$ cat config.mk
export PLATFORM = sky130hd
export DESIGN_NAME = maj_sweep_ctrl
export DESIGN_NICKNAME = d
export VERILOG_FILES = /design/src/rtl/maj_sweep_ctrl.sv
export SDC_FILE = /design/constraint.sdc
export NUM_CORES = 1
export LEC_CHECK = 0
export BUFFER_PORTS_ARGS = -buffer_cell sky130_fd_sc_hd__buf_2
export CORE_UTILIZATION = 26
export CTS_CLUSTER_SIZE = 20
export DETAILED_ROUTE_END_ITERATION = 10
export GPL_TIMING_DRIVEN = 0
export HOLD_SLACK_MARGIN = 0.1
export PLACE_DENSITY = 0.47
export SLEW_MARGIN = 20
export SYNTH_ARGS = -nofsm -noshare
export SYNTH_HDL_FRONTEND = slang
export SYNTH_SLANG_ARGS = --single-unit
$ cat constraint.sdc
create_clock -name clk -period 4 [get_ports clk]
set_input_delay 0.2 -clock clk [delete_from_list [all_inputs] [get_ports clk]]
set_output_delay 0.2 -clock clk [all_outputs]
set_load 0.005 [all_outputs]
$ cat src/rtl/maj_sweep_ctrl.sv
// maj_sweep_ctrl: built-in self-test sequencer for a 3-input majority evaluator.
//
// Operation:
//   - Steps {a,b,c} through all eight input combinations.
//   - Holds each vector for DWELL cycles, then samples y_in for one cycle.
//   - Compares y_in with an internal golden majority and counts mismatches.
//
// Optional build macro:
//   MAJ_SWEEP_FIRST_FAIL_EN adds the fail_idx port, which latches the first
//   mismatching vector index of each sweep.
module maj_sweep_ctrl #(
  parameter int DWELL = 4,  // cycles each vector is held before sampling (1..255)
  parameter int CNT_W = 8   // dwell counter width, must hold DWELL-1
) (
  input  logic       clk,
  input  logic       rst,
  input  logic       start,
  input  logic       y_in,
  output logic       a_out,
  output logic       b_out,
  output logic       c_out,
  output logic [2:0] vec_idx,
  output logic       busy,
  output logic       done,
  output logic       pass,
  output logic [3:0] err_cnt
`ifdef MAJ_SWEEP_FIRST_FAIL_EN
  ,
  output logic [2:0] fail_idx
`endif
);

  typedef enum logic [1:0] {
    S_IDLE  = 2'd0,
    S_DRIVE = 2'd1,
    S_CHECK = 2'd2,
    S_DONE  = 2'd3
  } state_t;

  localparam logic [CNT_W-1:0] RELOAD = CNT_W'(DWELL - 1);

  state_t           state_reg, state_next;
  logic [CNT_W-1:0] cnt_reg,   cnt_next;
  logic [2:0]       vec_reg,   vec_next;
  logic [3:0]       err_reg,   err_next;
`ifdef MAJ_SWEEP_FIRST_FAIL_EN
  logic [2:0]       fail_reg,  fail_next;
`endif

  logic gold;
  logic mismatch;

  // Golden majority of the vector currently applied, and its comparison
  // against the evaluator output.
  assign gold     = (vec_reg[2] & vec_reg[1]) | (vec_reg[1] & vec_reg[0]) |
                    (vec_reg[0] & vec_reg[2]);
  assign mismatch = (y_in != gold);

  // State register; reset returns to IDLE with every output-feeding register cleared.
  always_ff @(posedge clk) begin
    if (rst) begin
      state_reg <= S_IDLE;
      cnt_reg   <= '0;
      vec_reg   <= '0;
      err_reg   <= '0;
`ifdef MAJ_SWEEP_FIRST_FAIL_EN
      fail_reg  <= '0;
`endif
    end else begin
      state_reg <= state_next;
      cnt_reg   <= cnt_next;
      vec_reg   <= vec_next;
      err_reg   <= err_next;
`ifdef MAJ_SWEEP_FIRST_FAIL_EN
      fail_reg  <= fail_next;
`endif
    end
  end

  // Next-state and datapath logic for the sweep.
  always_comb begin
    state_next = state_reg;
    cnt_next   = cnt_reg;
    vec_next   = vec_reg;
    err_next   = err_reg;
`ifdef MAJ_SWEEP_FIRST_FAIL_EN
    fail_next  = fail_reg;
`endif
    case (state_reg)
      S_IDLE, S_DONE: begin
        // A start is honoured only when no sweep is in progress.
        if (start) begin
          state_next = S_DRIVE;
          cnt_next   = RELOAD;
          vec_next   = 3'd0;
          err_next   = 4'd0;
`ifdef MAJ_SWEEP_FIRST_FAIL_EN
          fail_next  = 3'd0;
`endif
        end
      end
      S_DRIVE: begin
        if (cnt_reg != '0) begin
          cnt_next = cnt_reg - CNT_W'(1);
        end else begin
          state_next = S_CHECK;
        end
      end
      S_CHECK: begin
        if (mismatch) begin
          // Eight vectors at most, so the 4-bit count cannot overflow.
          err_next = err_reg + 4'd1;
`ifdef MAJ_SWEEP_FIRST_FAIL_EN
          // Only the first mismatch of a sweep is recorded.
          if (err_reg == 4'd0) begin
            fail_next = vec_reg;
          end
`endif
        end
        if (vec_reg == 3'd7) begin
          // The index stays at 7; DONE is entered instead of wrapping.
          state_next = S_DONE;
        end else begin
          vec_next   = vec_reg + 3'd1;
          cnt_next   = RELOAD;
          state_next = S_DRIVE;
        end
      end
      default: state_next = S_IDLE;
    endcase
  end

  // Outputs are decoded from registers only, so y_in and start have no
  // combinational path to any output.
  always_comb begin
    a_out   = vec_reg[2];
    b_out   = vec_reg[1];
    c_out   = vec_reg[0];
    vec_idx = vec_reg;
    err_cnt = err_reg;
    busy    = (state_reg == S_DRIVE) || (state_reg == S_CHECK);
    done    = (state_reg == S_DONE);
    pass    = (state_reg == S_DONE) && (err_reg == 4'd0);
`ifdef MAJ_SWEEP_FIRST_FAIL_EN
    fail_idx = fail_reg;
`endif
  end

endmodule

==> results.py <==
metrics = {
    "status": {
        "status": "finished, final reports clean",
    },
    "cts": {
        "cts_tree": "done",
        "cts-buffers-inserted": 3,
        "ctsHoldBuffers": 0,
        "ctsHtreeMaxLevel": 1,
        "cts_sinks": 17,
        "insertion_delay_ns": 0.25,
        "post_cts_buffers": 0,
        "cts.repair.resized": 0,
        "cts_buffer_depth": 2,
        "clkTransAtPathRegs_ns": 0.07,
        "cts_root_buffer": "clkbuf_8",
    },
    "global_route": {
        "grt_max_degree": 11,
        "grt_pass1_wl_um": 3950,
        "antenna_found_initial": 0,
        "grt_overflow": 0,
        "grt_util_all_layers_pct": 12.0,
        "grt_pass1_vias": 867,
    },
    "floorplan": {
        "die_h_um": 66.5,
        "rows": 23,
        "die_w_um": 66.5,
        "dieArea_mm2": 0.00442,
        "initial_core_util_pct": 27.0,
        "ios": 17,
        "core_area_mm2": 0.00400,
    },
    "synth": {
        "synthAdderAreaFrac_pct": 11.6,
        "synth_top_area_share_pct": 31.5,
        "yosysUniqueCellTypes": 38,
        "syn_inst": 123,
        "avgSynthCellArea_um2": 8.79,
        "syn_area_mm2": 0.00108,
        "seq_area_frac_synth_pct": 31.5,
        "synthMuxAreaShare_pct": 4.75,
        "synth-simple-area-share_pct": 23.5,
        "syn_nets": 137,
        "synth_top_family_by_area": "simple AND/OR/NAND/NOR gates",
        "synth_compound_area_share_pct": 21.6,
        "async_flop_share_pct": 0,
        "ys_warn_count": 0,
        "synth_edf_count": 0,
        "ys.flop_type": "dfxtp_1",
        "yosysTopAreaCell": "dfxtp_1",
        "ys_seq_elements": 17,
        "yosys-top-cells-area": "dfxtp_1 31%, ha_1 12%, or4_1 5.6%",
        "synth_xor_area_share_pct": 0,
    },
    "drt": {
        "drt-initial-drc-count": 16,
        "wl_um": 2430,
        "wl_per_cell_um": 12.6,
        "viasPerCell": 5.04,
        "ant_nets": 0,
        "drc": 0,
        "vias": 972,
        "dr.pass1.iters": 4,
    },
    "setup_path": {
        "cp_cell_sequence": "inv_1 > ha_1 > clkbuf_1 > nand2_1 > a31oi_1 > nand2b_1 > mux2i_1",
        "cp-start-kind": "register",
        "regToRegStartpoint": "state_reg[0]",
        "crit_arrival_ns": 2.26,
        "cp.depth": 7,
        "cp_max_fo": 10,
        "endpoint": "cnt_reg[7]",
        "rr_worst_depth": 7,
        "cp.buffers_inverters": 2,
        "r2r-end": "cnt_reg[7]",
        "cpPeakStageDelay_ns": 0.58,
        "criticalPathCategory": "reg2reg",
        "cpMaxStageDelayCell": "a31oi_1",
        "crit_family": "compound AO/OA/AOI/OAI gates",
        "end_kind": "register",
        "crit_start": "state_reg[0]",
        "reg2reg_slack_ns": 1.93,
        "crit_required_ns": 4.19,
    },
    "power": {
        "p_leak_nw": 0.525,
        "power_switching_mw": 0.313,
        "p_comb_share_pct": 48.5,
        "power.density_mw_per_mm2": 579,
        "clkPwrFrac_pct": 17.9,
        "pwr-share-seq_pct": 33.6,
        "p_int_mw": 0.422,
        "peakVddDrop_v": 0.000251,
        "sw_frac_of_total_pct": 42.6,
    },
    "timing": {
        "rsz0062_at_grt": "false",
        "tns_ns": 0,
        "worst_pin_slew_ns": 0.654,
        "finalSetupViolCount": 0,
        "skew_ns": 0.000952,
        "slew_headroom_pct": 56.2,
        "period_share_pct": 51.9,
        "fmax_ghz": 0.482,
        "hold_viol": 0,
        "report.final.slew_viol_count": 0,
        "fin_crit_ns": 2.07,
    },
    "run": {
        "cap_viol_max_count": 0,
    },
    "finish": {
        "layout-drive-gt1-share_pct": 19.6,
        "nFillCells": 426,
        "largest_reg_flops": 8,
        "syn_to_final_growth_pct": 17.5,
        "fin_nets": 158,
        "antennaDiodeCount": 0,
        "stdcell_area_mm2": 0.00127,
    },
    "place": {
        "post_dp_cell_area_mm2": 0.00122,
        "gp_routability_congestion": 0.694,
        "portBuffers": 16,
        "dp_hpwl_um": 1880,
    },
    "min_path": {
        "holdPathStages": 3,
        "min_from": "rst",
        "hp-class": "in2reg",
    },
}
[layout by cell type, fill, tap and decap left out, drive strengths merged, types with 3 or more instances in the layout]
master and n:
nor3 3, buf 20, nand2 9, or4 8, dfxtp 17, clkbuf 5, a211oi 3, nor2 4
mux2i 4, o21ai 3, a31oi 3, nand4 4, nor4 3, a21oi 3, o31ai 4, nand2b 4
nand3 3, ha 10, a21boi 4, inv 11
[cell type report]
class | instances | area (um^2) | area share, %
flip-flops and latches | 17 | 340 | 26.8
repair buffers | 16 | 80.1 | 6.31
clock inverters | 1 | 5.00 | 0.394
multi-input cells | 89 | 664 | 52.3
plain buffers | 6 | 35.0 | 2.76
inverters | 11 | 41.3 | 3.25
clock buffers | 3 | 41.3 | 3.25
well taps | 50 | 62.6 | 4.93
[synthesized netlist by cell type (4+ instances only)]
master / count
dfxtp_1: 17
ha_1: 10
inv_1: 11
mux2i_1: 4
nand2_1: 9
nand2b_1: 4
nand4_1: 4
nor2_1: 4
or4_1: 8
[worst min path at each step]
stage                   end  slack (ns)
2_1_floorplan    cnt_reg[7]        0.44
3_3_place_gp     cnt_reg[7]        0.46
3_5_place_dp     cnt_reg[0]        0.46
4_1_cts          err_cnt[0]        0.35
5_1_grt        state_reg[1]        0.39
6_report         err_cnt[0]        0.36
[stage by stage]
| step | worst slack [ns] | util [%] | cells | power (mW) | hold slack, ns |
|---|---|---|---|---|---|
| 6_report | 1.93 | 31.7 | 193 | 0.735 | 0.361 |
| 3_5_place_dp | 1.95 | 30.6 | 189 | 0.611 | 0.458 |
| 2_1_floorplan | 2.19 | - | 123 | 0.528 | 0.438 |
| 5_1_grt | 1.72 | 31.7 | 193 | 0.803 | 0.394 |
| 3_3_place_gp | 1.99 | 30.6 | 189 | 0.594 | 0.456 |
| 4_1_cts | 1.93 | 31.7 | 193 | 0.746 | 0.354 |
[cells by family (layout without fill, tap and decap cells)]
kind of cell,count (synthesis),after routing
muxes,5,5
DFF,17,17
and+or+nand+nor,43,43
adders and majority gates,10,10
AOI/OAI and AO/OA,31,31
buffers and inverters,17,37
[routing by layer]
metal	vias up	wire [um]	part of all wire, %	global-route usage, %
li1	507	-	-	-
met1	445	1130	47	14.1
met2	18	1170	48	20.7
met3	2	101	4.2	4.11
met4	0	20	0.82	3.19
met5	-	0	0	0
[power by group through the flow]
stage / Combinational [mW] / Sequential (mW) / Clock (mW)
6_report: 0.357 / 0.247 / 0.132
5_1_grt: 0.400 / 0.255 / 0.147
4_1_cts: 0.361 / 0.247 / 0.137
3_5_place_dp: 0.360 / 0.251 / 0
3_3_place_gp: 0.347 / 0.247 / 0
2_1_floorplan: 0.287 / 0.241 / 0
[tightest hold or removal path, delay by kind of cell]
kind | cells | cell delay [ns]
buf+inv | 1 | 0.12
simple gates | 1 | 0.11
compound gates | 1 | 0.12
Power figures use the tool's default switching activity.
